`src/rtl/dram32x1d_bist_driver.sv`:
```
// Two-pass write/readback march driver for a RAM32X1D (pattern, then inverted pattern).
// Optional macro DRAM_BIST_LOOP_EN: after one start the march repeats forever and results accumulate.
module dram32x1d_bist_driver #(
    parameter logic [31:0] PATTERN = 32'hA5C3_0F96,
    parameter int          ERR_W   = 6
) (
    input  logic             clk,
    input  logic             rst,
    input  logic             start,
    output logic [4:0]       ram_a,
    output logic [4:0]       ram_dpra,
    output logic             ram_d,
    output logic             ram_we,
    input  logic             ram_spo,
    input  logic             ram_dpo,
    output logic             busy,
    output logic             done,
    output logic             pass,
    output logic [ERR_W-1:0] err_count,
    output logic [4:0]       fail_addr
);

    typedef enum logic [2:0] {
        ST_IDLE   = 3'd0,
        ST_WRITE0 = 3'd1,
        ST_READ0  = 3'd2,
        ST_WRITE1 = 3'd3,
        ST_READ1  = 3'd4,
        ST_DONE   = 3'd5
    } state_t;

    localparam logic [ERR_W-1:0] ERR_MAX = {ERR_W{1'b1}};

    function automatic logic [ERR_W-1:0] sat_inc(input logic [ERR_W-1:0] v);
        if (v == ERR_MAX) begin
            return v;
        end else begin
            return v + ERR_W'(1);
        end
    endfunction

    state_t           state_r, state_s;
    logic [4:0]       addr_r;
    logic [ERR_W-1:0] err_r, err_next_s;
    logic [4:0]       fail_r;
    logic             seen_r, pass_r;
    logic             in_write_s, in_read_s, exp_s, launch_s, finish_s, last_s, mismatch_s;

    // State register.
    always_ff @(posedge clk) begin
        if (rst) begin
            state_r <= ST_IDLE;
        end else begin
            state_r <= state_s;
        end
    end

    // Next-state decode plus per-state write/read qualifiers and expected bit.
    always_comb begin
        state_s    = state_r;
        in_write_s = 1'b0;
        in_read_s  = 1'b0;
        exp_s      = 1'b0;
        launch_s   = 1'b0;
        finish_s   = 1'b0;
        last_s     = (addr_r == 5'd31);
        case (state_r)
            ST_IDLE: begin
                if (start) begin
                    state_s  = ST_WRITE0;
                    launch_s = 1'b1;
                end else begin
                    state_s = ST_IDLE;
                end
            end
            ST_WRITE0: begin
                in_write_s = 1'b1;
                exp_s      = PATTERN[addr_r];
                state_s    = last_s ? ST_READ0 : ST_WRITE0;
            end
            ST_READ0: begin
                in_read_s = 1'b1;
                exp_s     = PATTERN[addr_r];
                state_s   = last_s ? ST_WRITE1 : ST_READ0;
            end
            ST_WRITE1: begin
                in_write_s = 1'b1;
                exp_s      = ~PATTERN[addr_r];
                state_s    = last_s ? ST_READ1 : ST_WRITE1;
            end
            ST_READ1: begin
                in_read_s = 1'b1;
                exp_s     = ~PATTERN[addr_r];
                finish_s  = last_s;
                state_s   = last_s ? ST_DONE : ST_READ1;
            end
            ST_DONE: begin
`ifdef DRAM_BIST_LOOP_EN
                state_s = ST_WRITE0;
`else
                state_s = ST_IDLE;
`endif
            end
            default: begin
                state_s = ST_IDLE;
            end
        endcase
    end

    // Both read ports are compared in the same cycle since the RAM read is asynchronous.
    assign mismatch_s = in_read_s & ((ram_spo != exp_s) | (ram_dpo != exp_s));
    assign err_next_s = mismatch_s ? sat_inc(err_r) : err_r;

    // Address counter, error accounting and sticky pass result.
    always_ff @(posedge clk) begin
        if (rst) begin
            addr_r <= 5'd0;
            err_r  <= '0;
            fail_r <= 5'd0;
            seen_r <= 1'b0;
            pass_r <= 1'b0;
        end else begin
            // Counter wraps at 31 on the same edge the state advances, so each phase starts at 0.
            addr_r <= (in_write_s | in_read_s) ? addr_r + 5'd1 : 5'd0;
            if (launch_s) begin
                err_r  <= '0;
                fail_r <= 5'd0;
                seen_r <= 1'b0;
            end else begin
                err_r <= err_next_s;
                if (mismatch_s && !seen_r) begin
                    fail_r <= addr_r;
                    seen_r <= 1'b1;
                end
            end
            if (finish_s) begin
                pass_r <= (err_next_s == '0);
            end
        end
    end

    assign ram_a     = addr_r;
    assign ram_dpra  = addr_r;
    assign ram_d     = in_write_s & exp_s;
    assign ram_we    = in_write_s & ~rst;
    assign busy      = in_write_s | in_read_s;
    assign done      = (state_r == ST_DONE);
    assign pass      = pass_r;
    assign err_count = err_r;
    assign fail_addr = fail_r;

endmodule

```
`config.mk`:
```
export PLATFORM = sky130hd
export DESIGN_NAME = dram32x1d_bist_driver
export DESIGN_NICKNAME = d
export VERILOG_FILES = /design/src/rtl/dram32x1d_bist_driver.sv
export SDC_FILE = /design/constraint.sdc
export NUM_CORES = 1
export LEC_CHECK = 0
export ABC_CLOCK_PERIOD_IN_PS = 4940
export CORE_ASPECT_RATIO = 0.5
export CORE_MARGIN = 5
export CORE_UTILIZATION = 45
export DETAILED_ROUTE_END_ITERATION = 7
export GPL_TIMING_DRIVEN = 0
export MAX_ROUTING_LAYER = met4
export PLACE_DENSITY = 0.75
export SLEW_MARGIN = 25
export SYNTH_ARGS = -nofsm -noshare
export SYNTH_HDL_FRONTEND = slang
export SYNTH_SLANG_ARGS = --single-unit
```
`constraint.sdc`:
```
create_clock -name clk -period 4.94 [get_ports clk]
set_clock_uncertainty 0.15 [all_clocks]
set_input_delay 0.494 -clock clk [delete_from_list [all_inputs] [get_ports clk]]
set_output_delay 0.494 -clock clk [all_outputs]
set_load 0.01 [all_outputs]
```
==> results.sh, run 1 <==
export IMPL_synth_area_leaders="sky130_fd_sc_hd__dfxtp_1, sky130_fd_sc_hd__mux2i_1, sky130_fd_sc_hd__nor2_1"
export IMPL_detailedRoute_firstPassIterationCount=4
export IMPL_post_cts_repair_resize_count=0
export IMPL_post_route_cell_area_um2=1590
export IMPL_cp_max_fo=10
export IMPL_yosys_warnings=0
export IMPL_port_buffers=30
export IMPL_cts_sink_count=22
export IMPL_proportion_of_register_bits_with_asynchronous_set_or_reset_after_synthesis=0
export IMPL_run_status="finished clean"
export IMPL_synthDominantCellAreaShare=0.375
export IMPL_power_per_cell_area_nw_per_um2=239
export IMPL_dpl_instance_area_um2=1520
export IMPL_clockRootBuffer="sky130_fd_sc_hd__clkbuf_8"
export IMPL_critical_path_endpoint_type="output pin"
export IMPL_antennaDiodeCount=0
export IMPL_cts_buffers_inserted=3
export IMPL_setup_viol_count_final=0
export IMPL_timing_rr_end="pass"
export IMPL_critical_path_endpoint="busy"
export IMPL_hpwlAfterDp_um=1830
export IMPL_mean_cell_area_of_the_mapped_netlist_um2=8.83
export IMPL_hold_class="reg2reg"
export IMPL_cts_tree="built"
export IMPL_nNetsFinal=176
export IMPL_global_route_wire_length_before_repair_um=4070
export IMPL_row_count=13
export IMPL_grt_start_max_net_pins=14
export IMPL_hold_viol_final=0
export IMPL_worst_endpoint_required_ps=4300
export IMPL_fmax_mhz=387
export IMPL_grt_pass1_vias=927
export IMPL_avgViaCountPerCell=4.91
export IMPL_groute_usage_overall=0.144
export IMPL_initial_core_util=0.463
export IMPL_core_um2=2540
export IMPL_startpoint_type="register"
export IMPL_cts_path_max_buffers=2
export IMPL_dominantRegCellSynth="sky130_fd_sc_hd__dfxtp_1"
export IMPL_static_leakage_power_uw=0.000572
export IMPL_floorplan_die_width_um=82.3
export IMPL_detailroute_via_count=1002
export IMPL_netlist_cell_type_count=36
export IMPL_regToRegSetupSlack_ps=2920
export IMPL_cts_setup_buffers=0
export IMPL_crit_reg2reg_launch="state_r[1]"
export IMPL_antenna_found_initial=0
export IMPL_share_of_final_layout_standard_cells_stronger_than_drive_strength_1=0.0958
export IMPL_die_area_um2=3790
export IMPL_top_layer="met4"
export IMPL_clock_insertion_delay_worst_skew_ps=260
export IMPL_r2r_worst_path_cells=7
export IMPL_netlist_top_cells_count="sky130_fd_sc_hd__nor2_1, sky130_fd_sc_hd__dfxtp_1, sky130_fd_sc_hd__mux2i_1"
export IMPL_synth_nets=141
export IMPL_mappedNetlistArea_um2=1170
export IMPL_slew_headroom=0.649
export IMPL_post_route_min_period_ps=2580
export IMPL_overflow=0
export IMPL_i_o_pins=31
export IMPL_cp_data_arrival_time_ps=1940
export IMPL_criticalPathCategory="reg2out"
export IMPL_met3_length_um=112
export IMPL_final_max_slew_violation_count=0
export IMPL_gp_congestion=0.750
export IMPL_worst_pin_slew_ps=523
export IMPL_drt_antenna_violating_nets=0
export IMPL_tns_ps=0
export IMPL_seq_area_frac_synth=0.375
export IMPL_die_height_um=46.1
export IMPL_maxCapViolCount=0
export IMPL_drt_iter0_markers=36
export IMPL_drc=0
export IMPL_cts_max_level=1
export IMPL_met2_length_um=1050
export IMPL_clock_transition_at_the_registers_of_the_reported_paths_ps=80
export IMPL_maximum_vdd_ir_drop_mv=0.143
export IMPL_worst_setup_path_startpoint="state_r[0]"
export IMPL_synth_edf_count=0
export IMPL_syn_instance_count=133
export IMPL_yosys_cell_count_top_type="sky130_fd_sc_hd__nor2_1"
export IMPL_m1WireLength_um=1270
export IMPL_ctsHoldBuffers=0
export IMPL_final_min_period_over_clock_period=0.523
export IMPL_synth_largest_area_cell="sky130_fd_sc_hd__dfxtp_1"
export IMPL_syn_to_final_growth_pct=35.6
export IMPL_ys_ff_latch=22
export IMPL_drt_wl_total_um=2460
export IMPL_rsz0062_at_grt="false"
export IMPL_wire_per_inst_um=12.1
-- critical path, stage by stage (launching register included) --
cell	delay, ps
sky130_fd_sc_hd__dfxtp_1	310
sky130_fd_sc_hd__clkbuf_1	420
sky130_fd_sc_hd__nor2_1	160
sky130_fd_sc_hd__xnor2_1	220
sky130_fd_sc_hd__clkdlybuf4s50_1	570
-- cell families (layout without fill, tap and decap cells) --
logic type	Yosys count	count (layout)	synth area share
and+or+nand+nor	63	63	0.282
muxes	13	13	0.111
adders and majority gates	3	3	0.0320
AOI/OAI and AO/OA	10	10	0.0682
buffers and inverters	13	47	0.0650
DFF	22	22	0.375
xor gates and xnor gates	9	9	0.0671
-- state kept, by name, summed over array words and instances, names as in the netlist, named ones only --
name and flops:
fail_addr 5, state_r 3, pass 1, err_count 6, ram_a 5, seen_r 1
-- placed cells by master, fill, tap and decap left out, types with 2 or more instances in the layout --
cell / instances
sky130_fd_sc_hd__nor2b_1: 3
sky130_fd_sc_hd__xnor2_1: 5
sky130_fd_sc_hd__buf_4: 5
sky130_fd_sc_hd__xor2_1: 4
sky130_fd_sc_hd__nand4_1: 2
sky130_fd_sc_hd__clkdlybuf4s50_1: 30
sky130_fd_sc_hd__nand3_1: 7
sky130_fd_sc_hd__clkbuf_1: 2
sky130_fd_sc_hd__nor4_1: 2
sky130_fd_sc_hd__nor3_1: 2
sky130_fd_sc_hd__nand2b_1: 4
sky130_fd_sc_hd__nand2_1: 8
sky130_fd_sc_hd__inv_1: 4
sky130_fd_sc_hd__dfxtp_1: 22
sky130_fd_sc_hd__nor2_1: 27
sky130_fd_sc_hd__mux2i_1: 13
sky130_fd_sc_hd__clkbuf_8: 3
sky130_fd_sc_hd__ha_1: 3
-- how the worst min path moves through the flow --
stage | start | slack [ps] | cells past startpoint | end
2_1_floorplan | seen_r | 350 | 2 | seen_r
3_3_place_gp | fail_addr[2] | 330 | 2 | fail_addr[2]
3_5_place_dp | fail_addr[0] | 340 | 2 | fail_addr[0]
4_1_cts | pass | 360 | 2 | pass
5_1_grt | pass | 390 | 2 | pass
6_report | pass | 350 | 2 | pass
-- routing by layer --
metal	vias to the layer above	track usage
met1	456	0.196
met4	0	0.0199
li1	520	-
met5	-	-
met3	2	0.0469
met2	24	0.212
-- area by class of cell --
| class | instances | area, µm² |
|---|---|---|
| Buffer | 9 | 61.3 |
| Clock buffer | 3 | 41.3 |
| Clock inverter | 1 | 30.0 |
| Fill cell | 228 | 945 |
| Inverter | 4 | 15.0 |
| Multi-Input combinational cell | 98 | 658 |
| Sequential cell | 22 | 440 |
| Tap cell | 37 | 46.3 |
| Timing Repair Buffer | 30 | 300 |
-- per-stage QoR --
| stage | power (µW) | worst slack, ps | util | std cells | hold WS, ps |
|---|---|---|---|---|---|
| floorplan | 203 | 3070 | - | 133 | 345 |
| global placement | 216 | 2440 | 0.600 | 200 | 329 |
| detailed placement | 216 | 2460 | 0.600 | 200 | 336 |
| CTS | 384 | 2350 | 0.628 | 204 | 361 |
| global route | 394 | 2210 | 0.628 | 204 | 385 |
| finish | 380 | 2360 | 0.628 | 204 | 351 |
-- power by group --
group          total, µW  switching [µW]  leakage, µW  internal, µW
clock                168            59.9    0.0000357           108
sequential           181            2.05     0.000178           179
combinational       31.0            16.2     0.000358          14.7
total                380            78.2     0.000572           302
Power figures use the tool's default switching activity.
==> run 2: changes to the inputs <==
--- a/config.mk
+++ b/config.mk
@@ -5,10 +5,10 @@
 export SDC_FILE = /design/constraint.sdc
 export NUM_CORES = 1
 export LEC_CHECK = 0
-export ABC_CLOCK_PERIOD_IN_PS = 4940
+export ABC_CLOCK_PERIOD_IN_PS = 2300
 export CORE_ASPECT_RATIO = 0.5
 export CORE_MARGIN = 5
-export CORE_UTILIZATION = 45
+export CORE_UTILIZATION = 43
 export DETAILED_ROUTE_END_ITERATION = 7
 export GPL_TIMING_DRIVEN = 0
 export MAX_ROUTING_LAYER = met4
==> constraint.sdc (replaced) <==
create_clock -name clk -period 2.3 [get_ports clk]
set_clock_uncertainty 0.15 [all_clocks]
set_input_delay 0.23 -clock clk [delete_from_list [all_inputs] [get_ports clk]]
set_output_delay 0.23 -clock clk [all_outputs]
set_load 0.01 [all_outputs]
==> run 2 against run 1 <==
Against the previous run: sequential share of layout area up 0.065 points; global-route usage rose by 0.40 points; utilization fell by 1.7 points; sequential cell count unchanged; register-to-register slack worse by 2700 ps; combinational power is 94% higher; first-iteration DRC count rose to 2.5 times the previous value; via count shrank 0.30%; critical path type unchanged; largest cell class unchanged.
==> results.sh, run 2 (same netlist as run 1, synthesis figures left out) <==
export IMPL_startpoint_type="register"
export IMPL_detailedRoute_firstPassIterationCount=4
export IMPL_drc=0
export IMPL_tns_ps=0
export IMPL_antennaDiodeCount=0
export IMPL_use_met2=0.240
export IMPL_gp_congestion=0.870
export IMPL_nNetsFinal=175
export IMPL_overflow=0
export IMPL_share_of_final_layout_standard_cells_stronger_than_drive_strength_1=0.0964
export IMPL_global_route_wire_length_before_repair_um=4350
export IMPL_groute_usage_overall=0.148
export IMPL_fillerInstances=241
export IMPL_grt_start_max_net_pins=14
export IMPL_cts_sink_count=22
export IMPL_syn_to_final_growth_pct=35.2
export IMPL_fmax_mhz=465
export IMPL_ctsHoldBuffers=0
export IMPL_critical_path_cell_chain="nor2_1, xnor2_1, clkdlybuf4s50_1"
export IMPL_die_height_um=47.0
export IMPL_min_delay_start="fail_addr[2]"
export IMPL_port_buffers=30
export IMPL_cts_path_max_buffers=2
export IMPL_post_route_min_period_ps=2150
export IMPL_stdcell_count=203
export IMPL_worst_setup_path_startpoint="state_r[0]"
export IMPL_maxCapViolCount=0
export IMPL_hpwlAfterDp_um=1830
export IMPL_post_cts_repair_resize_count=0
export IMPL_power_per_cell_area_nw_per_um2=512
export IMPL_cp_data_arrival_time_ps=1770
export IMPL_clock_transition_at_the_registers_of_the_reported_paths_ps=80
export IMPL_final_max_slew_violation_count=0
export IMPL_crit_reg2reg_launch="state_r[1]"
export IMPL_cts_setup_buffers=0
export IMPL_setup_slack_after_layout_ps=151
export IMPL_die_area_um2=3940
export IMPL_grtUsageMet3=0.0420
export IMPL_core_um2=2600
export IMPL_final_min_period_over_clock_period=0.934
export IMPL_initial_core_util=0.451
export IMPL_detailroute_via_count=999
export IMPL_place_worst_setup_slack_ps=88.0
export IMPL_grt_pass1_vias=936
export IMPL_static_leakage_power_uw=0.000570
export IMPL_gr_max_usage_layer="met2"
export IMPL_wire_per_inst_um=12.4
export IMPL_cts_max_level=1
export IMPL_rsz0062_at_grt="false"
export IMPL_layout_commonest_cell="sky130_fd_sc_hd__clkdlybuf4s50_1"
export IMPL_global_route_usage_met1=0.183
export IMPL_fin_worst_hold_slack_ps=350
export IMPL_cp_max_fo=10
export IMPL_floorplan_die_width_um=83.9
export IMPL_antenna_found_initial=0
export IMPL_cts_buffers_inserted=3
export IMPL_post_place_cells=200
export IMPL_timing_critical_path_slowest_cell_delay_ps=600
export IMPL_setup_viol_count_final=0
export IMPL_commonest_cells_after_routing_fill_and_taps_aside="sky130_fd_sc_hd__clkdlybuf4s50_1, sky130_fd_sc_hd__nor2_1, sky130_fd_sc_hd__dfxtp_1"
export IMPL_worst_endpoint_required_ps=1920
export IMPL_slew_headroom=0.664
export IMPL_largest_register_ff_count=6
export IMPL_maximum_vdd_ir_drop_mv=0.367
export IMPL_drt_iter0_markers=91
export IMPL_row_count=13
export IMPL_cp_slowest_cell="sky130_fd_sc_hd__dfxtp_1"
export IMPL_hold_viol_final=0
export IMPL_avgViaCountPerCell=4.92
export IMPL_criticalPathCategory="reg2out"
export IMPL_cts_tree="built"
export IMPL_drt_wl_total_um=2530
export IMPL_run_status="finished clean"
export IMPL_worst_pin_slew_ps=500
export IMPL_power_total_uw=813
export IMPL_drt_antenna_violating_nets=0
export IMPL_clock_insertion_delay_worst_skew_ps=260
export IMPL_hold_class="reg2reg"
export IMPL_clockRootBuffer="sky130_fd_sc_hd__clkbuf_8"
export IMPL_i_o_pins=31
export IMPL_critical_path_endpoint_type="output pin"
==> run 2: cell count changes in the layout (fill, tap and decap cells not counted) <==
cell                       before  now
sky130_fd_sc_hd__clkbuf_1       2    1
==> run 2: final timing paths <==
path                                     end  slack, ps  cells past startpoint
worst min register to register  fail_addr[2]        350                      2
worst max register to register          pass        210                      7
worst max-delay path                    busy        150                      3
worst min-delay path            fail_addr[2]        350                      2
==> run 2: layout make-up <==
type	instances	area, µm²	area share
inverter	4	15.0	0.00945
clock inverter	1	30.0	0.0189
tap	37	46.3	0.0291
sequential	22	440	0.277
buffer	8	57.6	0.0362
timing repair buffer	30	300	0.189
clock buffer	3	41.3	0.0260
multi-input combinational	98	658	0.414
==> run 2: layer usage <==
metal,up-vias,part of all wire
met3,2,0.036
met1,460,0.51
met4,0,0.0075
met2,24,0.44
li1,513,-
met5,-,0
==> run 2: worst max-delay path: cells and delay by family (launching register included) <==
kind                   cells  cell delay (ps)
buffers and inverters      1              560
XOR/XNOR                   1              200
AND/OR/NAND/NOR            1              150
flip-flops                 1              600
==> run 2: metrics by stage <==
step | cell area [µm²] | util
3_5_place_dp | 1520 | 0.585
4_1_cts | 1590 | 0.611
5_1_grt | 1590 | 0.611
6_report | 1590 | 0.611
3_3_place_gp | 1520 | 0.585
2_1_floorplan | 1170 | -
==> run 2: where the power goes <==
part / leakage (µW) / switching, µW / total [µW] / internal [µW]
registers: 0.000178 / 9.25 / 394 / 385
logic: 0.000357 / 29.1 / 60.1 / 31.1
clock network: 0.0000357 / 127 / 359 / 232
total: 0.000570 / 165 / 813 / 648
==> run 3: changes to the inputs <==
--- a/config.mk
+++ b/config.mk
@@ -10,7 +10,6 @@
 export CORE_MARGIN = 5
 export CORE_UTILIZATION = 43
 export DETAILED_ROUTE_END_ITERATION = 7
-export GPL_TIMING_DRIVEN = 0
 export MAX_ROUTING_LAYER = met4
 export PLACE_DENSITY = 0.75
 export SLEW_MARGIN = 25
==> run 3 against run 2 <==
Against the previous run: via count fell by 0.90%; critical path type unchanged; sequential power barely moved; hold slack improved by 0.76 ps; sequential share of layout area rose by 0.76 points; power rose by 0.26%; first-iteration DRC count fell by 22%; largest power group unchanged; combinational power fell by 3.8%.
==> results.sh, run 3 (same netlist as run 1, synthesis figures left out) <==
export IMPL_post_route_min_period_ps=2180
export IMPL_slew_headroom=0.709
export IMPL_final_max_slew_violation_count=0
export IMPL_ctsHoldBuffers=0
export IMPL_criticalPathCategory="reg2out"
export IMPL_hold_class="reg2reg"
export IMPL_cts_tree="built"
export IMPL_min_delay_start="fail_addr[3]"
export IMPL_cts_setup_buffers=0
export IMPL_clock_transition_at_the_registers_of_the_reported_paths_ps=80
export IMPL_share_of_final_layout_standard_cells_stronger_than_drive_strength_1=0.0688
export IMPL_met3_length_um=125
export IMPL_m1WireLength_um=1290
export IMPL_global_route_wire_length_before_repair_um=4440
export IMPL_stdcell_count=197
export IMPL_clock_insertion_delay_worst_skew_ps=270
export IMPL_layout_commonest_cell="sky130_fd_sc_hd__clkdlybuf4s50_1"
export IMPL_run_status="finished clean"
export IMPL_largest_register_ff_count=6
export IMPL_setup_slack_after_layout_ps=122
export IMPL_crit_reg2reg_launch="state_r[2]"
export IMPL_worst_setup_path_startpoint="state_r[0]"
export IMPL_hpwlAfterDp_um=1870
export IMPL_worst_endpoint_required_ps=1920
export IMPL_met2_length_um=1140
export IMPL_antennaDiodeCount=0
export IMPL_top_layer="met4"
export IMPL_hold_viol_final=0
export IMPL_initial_core_util=0.451
export IMPL_place_worst_setup_slack_ps=106
export IMPL_cts_max_level=1
export IMPL_clockRootBuffer="sky130_fd_sc_hd__clkbuf_8"
export IMPL_die_area_um2=3940
export IMPL_setup_viol_count_final=0
export IMPL_post_route_cell_area_um2=1550
export IMPL_cts_sink_count=22
export IMPL_commonest_cells_after_routing_fill_and_taps_aside="sky130_fd_sc_hd__clkdlybuf4s50_1, sky130_fd_sc_hd__nor2_1, sky130_fd_sc_hd__dfxtp_1"
export IMPL_final_min_period_over_clock_period=0.947
export IMPL_groute_usage_overall=0.151
export IMPL_sequential_cell_area_um2=440
export IMPL_avgViaCountPerCell=5.03
export IMPL_gp_congestion=0.791
export IMPL_rsz0062_at_grt="false"
export IMPL_antenna_found_initial=0
export IMPL_wire_per_inst_um=13.2
export IMPL_nNetsFinal=169
export IMPL_fmax_mhz=459
export IMPL_power_total_uw=815
export IMPL_fillerInstances=252
export IMPL_maxCapViolCount=0
export IMPL_detailedRoute_firstPassIterationCount=4
export IMPL_drc=0
export IMPL_cts_path_max_buffers=2
export IMPL_overflow=0
export IMPL_power_per_cell_area_nw_per_um2=527
export IMPL_port_buffers=30
export IMPL_critical_path_endpoint_type="output pin"
export IMPL_startpoint_type="register"
export IMPL_detailroute_via_count=990
export IMPL_grt_start_max_net_pins=14
export IMPL_drt_wl_total_um=2590
export IMPL_maximum_vdd_ir_drop_mv=0.320
export IMPL_cp_data_arrival_time_ps=1800
export IMPL_area_of_the_multi_input_gates_um2=658
export IMPL_row_count=13
export IMPL_syn_to_final_growth_pct=31.6
export IMPL_tns_ps=0
export IMPL_floorplan_die_width_um=83.9
export IMPL_cp_max_fo=10
export IMPL_whs_path_depth=2
export IMPL_dpl_instance_area_um2=1480
export IMPL_drt_antenna_violating_nets=0
export IMPL_cts_buffers_inserted=3
export IMPL_post_place_cells=193
export IMPL_drt_iter0_markers=71
export IMPL_r2r_worst_path_cells=6
export IMPL_static_leakage_power_uw=0.000541
export IMPL_worst_pin_slew_ps=436
export IMPL_core_um2=2600
export IMPL_grt_pass1_vias=963
export IMPL_post_cts_repair_resize_count=0
export IMPL_die_height_um=47.0
export IMPL_i_o_pins=31
## run 3: cell type report
| class | instances | area share |
|---|---|---|
| Tap cell | 37 | 0.0299 |
| Timing Repair Buffer | 32 | 0.204 |
| Inverter | 4 | 0.00971 |
| Sequential cell | 22 | 0.285 |
| Multi-Input combinational cell | 98 | 0.426 |
| Clock buffer | 3 | 0.0267 |
| Clock inverter | 1 | 0.0194 |
## run 3: worst paths after layout
kind	endpoint	slack [ps]
worst max-delay path	busy	120
worst min-delay path	fail_addr[3]	350
worst max register to register	pass	220
worst min register to register	fail_addr[3]	350
## run 3: power by group
part           switching, µW  internal, µW
clock network            131           233
logic                   28.8          29.0
registers               9.49           385
total                    169           646
## run 3: routing by layer
layer / up-vias / track usage
met2: 30 / 0.246
met5: - / -
li1: 503 / -
met1: 453 / 0.177
met4: 0 / 0.0641
met3: 4 / 0.0490
## run 3: critical path: stages (launching register included)
cell and delay [ps]:
sky130_fd_sc_hd__dfxtp_1 600, sky130_fd_sc_hd__nor2_1 150, sky130_fd_sc_hd__xnor2_1 220, sky130_fd_sc_hd__clkdlybuf4s50_1 570
## run 3: per-stage QoR
step | hold WS [ps] | util
finish | 350 | 0.594
global route | 378 | 0.594
CTS | 358 | 0.594
detailed placement | 334 | 0.567
global placement | 330 | 0.567
floorplan | 152 | -
